==> config.mk <==
export PLATFORM = sky130hd
export DESIGN_NAME = control_mult_fp
export DESIGN_NICKNAME = d
export VERILOG_FILES = /design/src/rtl/control_mult_fp.sv
export SDC_FILE = /design/constraint.sdc
export NUM_CORES = 1
export LEC_CHECK = 0
export ABC_AREA = 1
export ABC_CLOCK_PERIOD_IN_PS = 1200
export CORE_MARGIN = 3
export CORE_UTILIZATION = 35
export CTS_CLUSTER_DIAMETER = 80
export DETAILED_ROUTE_END_ITERATION = 10
export PLACE_DENSITY = 0.69
export SLEW_MARGIN = 20
export SYNTH_ARGS = -nofsm -noshare
export SYNTH_HDL_FRONTEND = slang
export SYNTH_SLANG_ARGS = --single-unit
==> constraint.sdc <==
create_clock -name clk -period 1.2 [get_ports clk]
set_clock_uncertainty 0.15 [all_clocks]
set_input_delay 0.18 -clock clk [delete_from_list [all_inputs] [get_ports clk]]
set_output_delay 0.18 -clock clk [all_outputs]
set_load 0.05 [all_outputs]
==> src/rtl/control_mult_fp.sv <==
// Sequencing controller for the floating-point multiplier datapath.
// Walks the datapath through operand load, sign/exponent capture, ANCHO_MANT
// shift-add steps, one normalization step and result load. A zero operand
// detected at sign/exponent capture skips the multiply and forces a zero result.
//
// Handshake: Inicio is a level request that is only looked at while idle; a
// request seen outside IDLE is dropped, not queued. Listo is a single-cycle
// completion pulse, coincident with Carga_Res, and Ocupado covers every cycle
// from CARGA through FIN inclusive.
module control_mult_fp #(
  parameter int ANCHO_MANT = 24,
  localparam int CW = (ANCHO_MANT > 1) ? $clog2(ANCHO_MANT) : 1
) (
  input  logic          clk,
  input  logic          rst,
  input  logic          Inicio,
  input  logic          Es_Cero,
  input  logic          Desborde_Norm,
  output logic          Carga_Op,
  output logic          Carga_SE,
  output logic          Paso_Mult,
  output logic          Despl_Norm,
  output logic          Forzar_Cero,
  output logic          Carga_Res,
  output logic          Ocupado,
  output logic          Listo,
  output logic [CW-1:0] Cuenta,
  output logic [2:0]    estado
);

  typedef enum logic [2:0] {
    IDLE      = 3'd0,
    CARGA     = 3'd1,
    SIGNO_EXP = 3'd2,
    MULT      = 3'd3,
    NORM      = 3'd4,
    FIN       = 3'd5
  } estado_t;

  localparam logic [CW-1:0] ULTIMO = CW'(ANCHO_MANT - 1);

  estado_t         state;
  logic [CW-1:0]   cuenta;
  logic            cero;

  // State register, iteration counter and latched zero-operand flag.
  always_ff @(posedge clk) begin
    if (rst) begin
      state  <= IDLE;
      cuenta <= '0;
      cero   <= 1'b0;
    end else begin
      case (state)
        IDLE: begin
          if (Inicio) state <= CARGA;
        end
        CARGA: begin
          state <= SIGNO_EXP;
        end
        SIGNO_EXP: begin
          // Zero flag is captured here only; it steers both the bypass and FIN.
          cero   <= Es_Cero;
          cuenta <= '0;
          state  <= Es_Cero ? FIN : MULT;
        end
        MULT: begin
          if (cuenta == ULTIMO) begin
            cuenta <= '0;
            state  <= NORM;
          end else begin
            cuenta <= cuenta + CW'(1);
          end
        end
        NORM: begin
          state <= FIN;
        end
        FIN: begin
          cero  <= 1'b0;
          state <= IDLE;
        end
        default: begin
          state  <= IDLE;
          cuenta <= '0;
          cero   <= 1'b0;
        end
      endcase
    end
  end

  // Strobes decoded from the registered state only (plus zero flag / overflow).
  assign Carga_Op    = (state == CARGA);
  assign Carga_SE    = (state == SIGNO_EXP);
  assign Paso_Mult   = (state == MULT);
  assign Despl_Norm  = (state == NORM) && Desborde_Norm;
  assign Forzar_Cero = (state == FIN) && cero;
  assign Carga_Res   = (state == FIN);
  assign Listo       = (state == FIN);
  assign Ocupado     = (state != IDLE);
  assign Cuenta      = cuenta;
  assign estado      = state;

endmodule

==> results of run 1 <==
-- cell families after synthesis --
kind of cell,share of synthesized area
adders and majority gates,0.0258
and+or+nand+nor,0.341
buffers and inverters,0.101
DFF,0.372
AOI/OAI and AO/OA,0.160
-- repair_timing --
| action | in CTS |
|---|---|
| setup buffers | 9 |
| gates resized for setup | 12 |
| hold endpoints to repair | 0 |
| endpoints found under the setup margin | 15 |
-- through the flow --
step | setup TNS (ns) | setup slack [ns] | std cells | utilization | area, um^2
CTS | -2.76 | -0.326 | 129 | 0.936 | 1120
detailed placement | -0.466 | -0.0772 | 118 | 0.836 | 1000
global placement | -0.184 | -0.0745 | 118 | 0.836 | 1000
floorplan | -2.81 | -0.475 | 74 | - | 552
==> flow_summary.yaml, run 1 <==
floorplan:
  ios: 21
  fp-row-count: 12
  initial_utilization: 0.403
  die_w_um: 43.2
  die_y_um: 43.2
grt:
  grt_max_degree: 9
synthesis:
  synth_edf_count: 0
  synth_top_area_share: 0.372
  ys.flop_type: "dfxtp_1"
  postSynth.asyncResetShare: 0
  syn_area_um2: 484
  yosys-top-cells-area: "dfxtp_1 (37%), nand2_1 (14%), a21oi_1 (8.3%), inv_1 (7.0%), nor2_1 (6.2%)"
  yosys.area.top_type: "dfxtp_1"
  yosysMostFrequentCell: "nand2_1"
  synthesis.nets: 80
  syn_inst: 74
  avgSynthCellArea_um2: 6.54
  ys_top_cells_by_count: "nand2_1 (18), dfxtp_1 (9), inv_1 (9)"
  ys_ff_latch: 9
  synth_cell_types: 18
  seq_area_frac_synth: 0.372
  yosys_warnings: 0
run_status:
  error: "[ERROR DPL-0038] Utilization greater than 100%, impossible to legalize"
  failed_stage: "global routing (5_1_grt)"
  outcome: "did not finish"
place:
  numPortBuffers: 20
  dp_hpwl_um: 1200
  gp_congestion: 0.812
sta:
  endpoint_type: "top-level output"
  grt_repair_worst_endpoint: "Forzar_Cero"
cts:
  cts_hold_repair.buffers: 0
  h-tree-depth: 1
  cts_sinks: 9
  cts_buffers: 3
  root_buffer: "clkbuf_4"
  cts_buffer_depth: 2
==> run 2: changes to the inputs <==
--- a/config.mk
+++ b/config.mk
@@ -6,12 +6,11 @@
 export NUM_CORES = 1
 export LEC_CHECK = 0
 export ABC_AREA = 1
-export ABC_CLOCK_PERIOD_IN_PS = 1200
-export CORE_MARGIN = 3
-export CORE_UTILIZATION = 35
-export CTS_CLUSTER_DIAMETER = 80
+export ABC_CLOCK_PERIOD_IN_PS = 1600
+export CORE_AREA = 3 3 64 66
 export DETAILED_ROUTE_END_ITERATION = 10
-export PLACE_DENSITY = 0.69
+export DIE_AREA = 0 0 67 69
+export PLACE_DENSITY_LB_ADDON = 0.15
 export SLEW_MARGIN = 20
 export SYNTH_ARGS = -nofsm -noshare
 export SYNTH_HDL_FRONTEND = slang
==> constraint.sdc (replaced) <==
create_clock -name clk -period 1.6 [get_ports clk]
set_clock_uncertainty 0.15 [all_clocks]
set_input_delay 0.24 -clock clk [delete_from_list [all_inputs] [get_ports clk]]
set_output_delay 0.24 -clock clk [all_outputs]
set_load 0.05 [all_outputs]
==> run 2 against run 1 <==
Net effect:
- the flow now finishes without violations
- area after synthesis unchanged
- synthesized cell count is the same
==> flow_summary.yaml, run 2 <==
sta:
  tightest_slew_ns: 0.240
  period_share: 0.951
  slew_headroom: 0.840
  finalHoldViolCount: 0
  hold_slack_ns: 0.359
  max_freq_mhz: 657
  rsz0062_at_grt: "no"
  slew_viol_final: 0
  finalSetupViolations: 0
  fin_crit_ns: 1.52
cts:
  root_buffer: "clkbuf_8"
  cts_buffers: 3
  h-tree-depth: 1
  cts_sinks: 9
  cts_hold_repair.buffers: 0
  cts_tree: "done"
  cts_buffer_depth: 2
  clk_pin_slew_ns: 0.04
  clk_latency_ns: 0.23
floorplan:
  dieArea_um2: 4620
  ios: 21
  initial_utilization: 0.133
  die_y_um: 69
  core_um2: 3630
  die_w_um: 67
  fp-row-count: 22
drt:
  viasPerCell: 3.78
  vias: 567
  drc_errors: 0
  firstDrtPassIters: 4
  drt_iter0_drc: 22
  drt_wl_total_um: 1480
  drtAntennaViolNets: 0
  wl_per_cell_um: 9.86
finish:
  antenna_cells: 0
  final_nets: 109
  drive_above_1_share: 0.382
  instances_no_fill: 150
  final_common_cell: "nand2_1"
  layout_common_cells: "nand2_1 (18), buf_12 (16), a21oi_1 (8)"
  area_growth_pct: 111
  largest_reg_flops: 5
run_status:
  outcome: "finished clean"
synthesis:
  ys.flop_type: "dfxtp_1"
  yosysMostFrequentCell: "nand2_1"
  postSynth.asyncResetShare: 0
  ys_top_cells_by_count: "nand2_1 (18), dfxtp_1 (9), inv_1 (9)"
  synth_cell_types: 18
  yosys.area.top_type: "dfxtp_1"
  syn_area_um2: 484
  synth_edf_count: 0
  yosys_warnings: 0
  synthesis.nets: 80
  syn_inst: 74
  avgSynthCellArea_um2: 6.54
  ys_ff_latch: 9
  synth_top_area_share: 0.372
  yosys-top-cells-area: "dfxtp_1 (37%), nand2_1 (14%), a21oi_1 (8.3%), inv_1 (7.0%), nor2_1 (6.2%)"
  seq_area_frac_synth: 0.372
pwr:
  cellPowerDensity_nw_per_um2: 863
  power.leakage_nw: 0.420
  p_total_mw: 0.882
  ir_worst_vdd_v: 0.000224
place:
  dp_hpwl_um: 1200
  numPortBuffers: 20
  gp_congestion: 0.747
  dp_cells: 144
worst_setup_path:
  cp.arrival_ns: 1.13
  crit_fanout: 6
  critPathLaunch: "estado[2]$_SDFFE_PP0P_"
  reg2reg_from: "Cuenta[0]$_SDFFE_PP0N_"
  critical_path_class: "flop to output pin"
  startpoint_type: "flop"
  required_ns: 1.21
  crit_path_end_kind: "output pin"
grt:
  antenna_found_initial: 0
  grt_max_degree: 9
  grt_pass1_vias: 551
  grt_util_all_layers: 0.0675
  grt_overflow: 0
  grt_first_pass_wirelength_um: 2410
flow_run:
  maxCapViolCount: 0
min_path:
  holdCritStartpoint: "cero$_SDFFE_PP0N_"
  hp-class: "flop to flop"
[run 2: final cells by class]
cell class,instances,area [um^2]
repair buffers,25,398
fillers,417,2610
well taps,48,60.1
inverters,11,46.3
flip-flops and latches,9,194
clock buffers,4,45.0
multi-input cells,53,279
[run 2: stage by stage]
step	cell area, um^2	setup WS [ns]	setup TNS, ns	util
global route	1020	0.0151	0	0.281
detailed placement	950	0.174	0	0.261
floorplan	514	-0.135	-0.233	-
CTS	997	0.0314	0	0.274
finish	1020	0.0776	0	0.281
global placement	950	0.184	0	0.261
[run 2: logic make-up after synthesis]
| kind of cell | share of synthesized area |
|---|---|
| compound gates | 0.160 |
| simple gates | 0.341 |
| flops | 0.372 |
| buf+inv | 0.101 |
| fa+ha+maj | 0.0258 |
[run 2: report_power, final]
group | switching, mW | internal, mW
clock network | 0.0831 | 0.173
logic | 0.192 | 0.160
registers | 0.0334 | 0.241
total | 0.308 | 0.574
[run 2: critical path, stage by stage (launching register included)]
cell and delay [ns]:
dfxtp_4 0.37, inv_4 0.06, nor3_4 0.17, and2_4 0.18, buf_12 0.13
[run 2: path summary, 6_finish.rpt]
| path | slack (ns) | endpoint | cells after the start |
|---|---|---|---|
| worst max-delay path | 0.08 | Forzar_Cero | 4 |
| worst min-delay path | 0.36 | cero$_SDFFE_PP0N_ | 2 |
| worst max register to register | 0.25 | Cuenta[0]$_SDFFE_PP0N_ | 5 |
| worst min register to register | 0.36 | cero$_SDFFE_PP0N_ | 2 |
[run 2: timing repair]
item / 4_1_cts / 5_1_grt
pin swaps: 0 / 2
endpoints found under the hold margin: 0 / 0
resized for setup: 1 / 3
endpoints found under the setup margin: 1 / 5
setup buffers: 0 / 2
gates cloned: 0 / 0
[run 2: per-layer routing]
layer	up-vias	GRT usage	share of wire
met5	-	0	0
met4	0	0.0495	0.018
met3	2	0.0147	0.070
met2	24	0.0993	0.44
met1	244	0.0838	0.47
li1	297	-	-
Note: power is estimated with default switching activity, not from simulation.
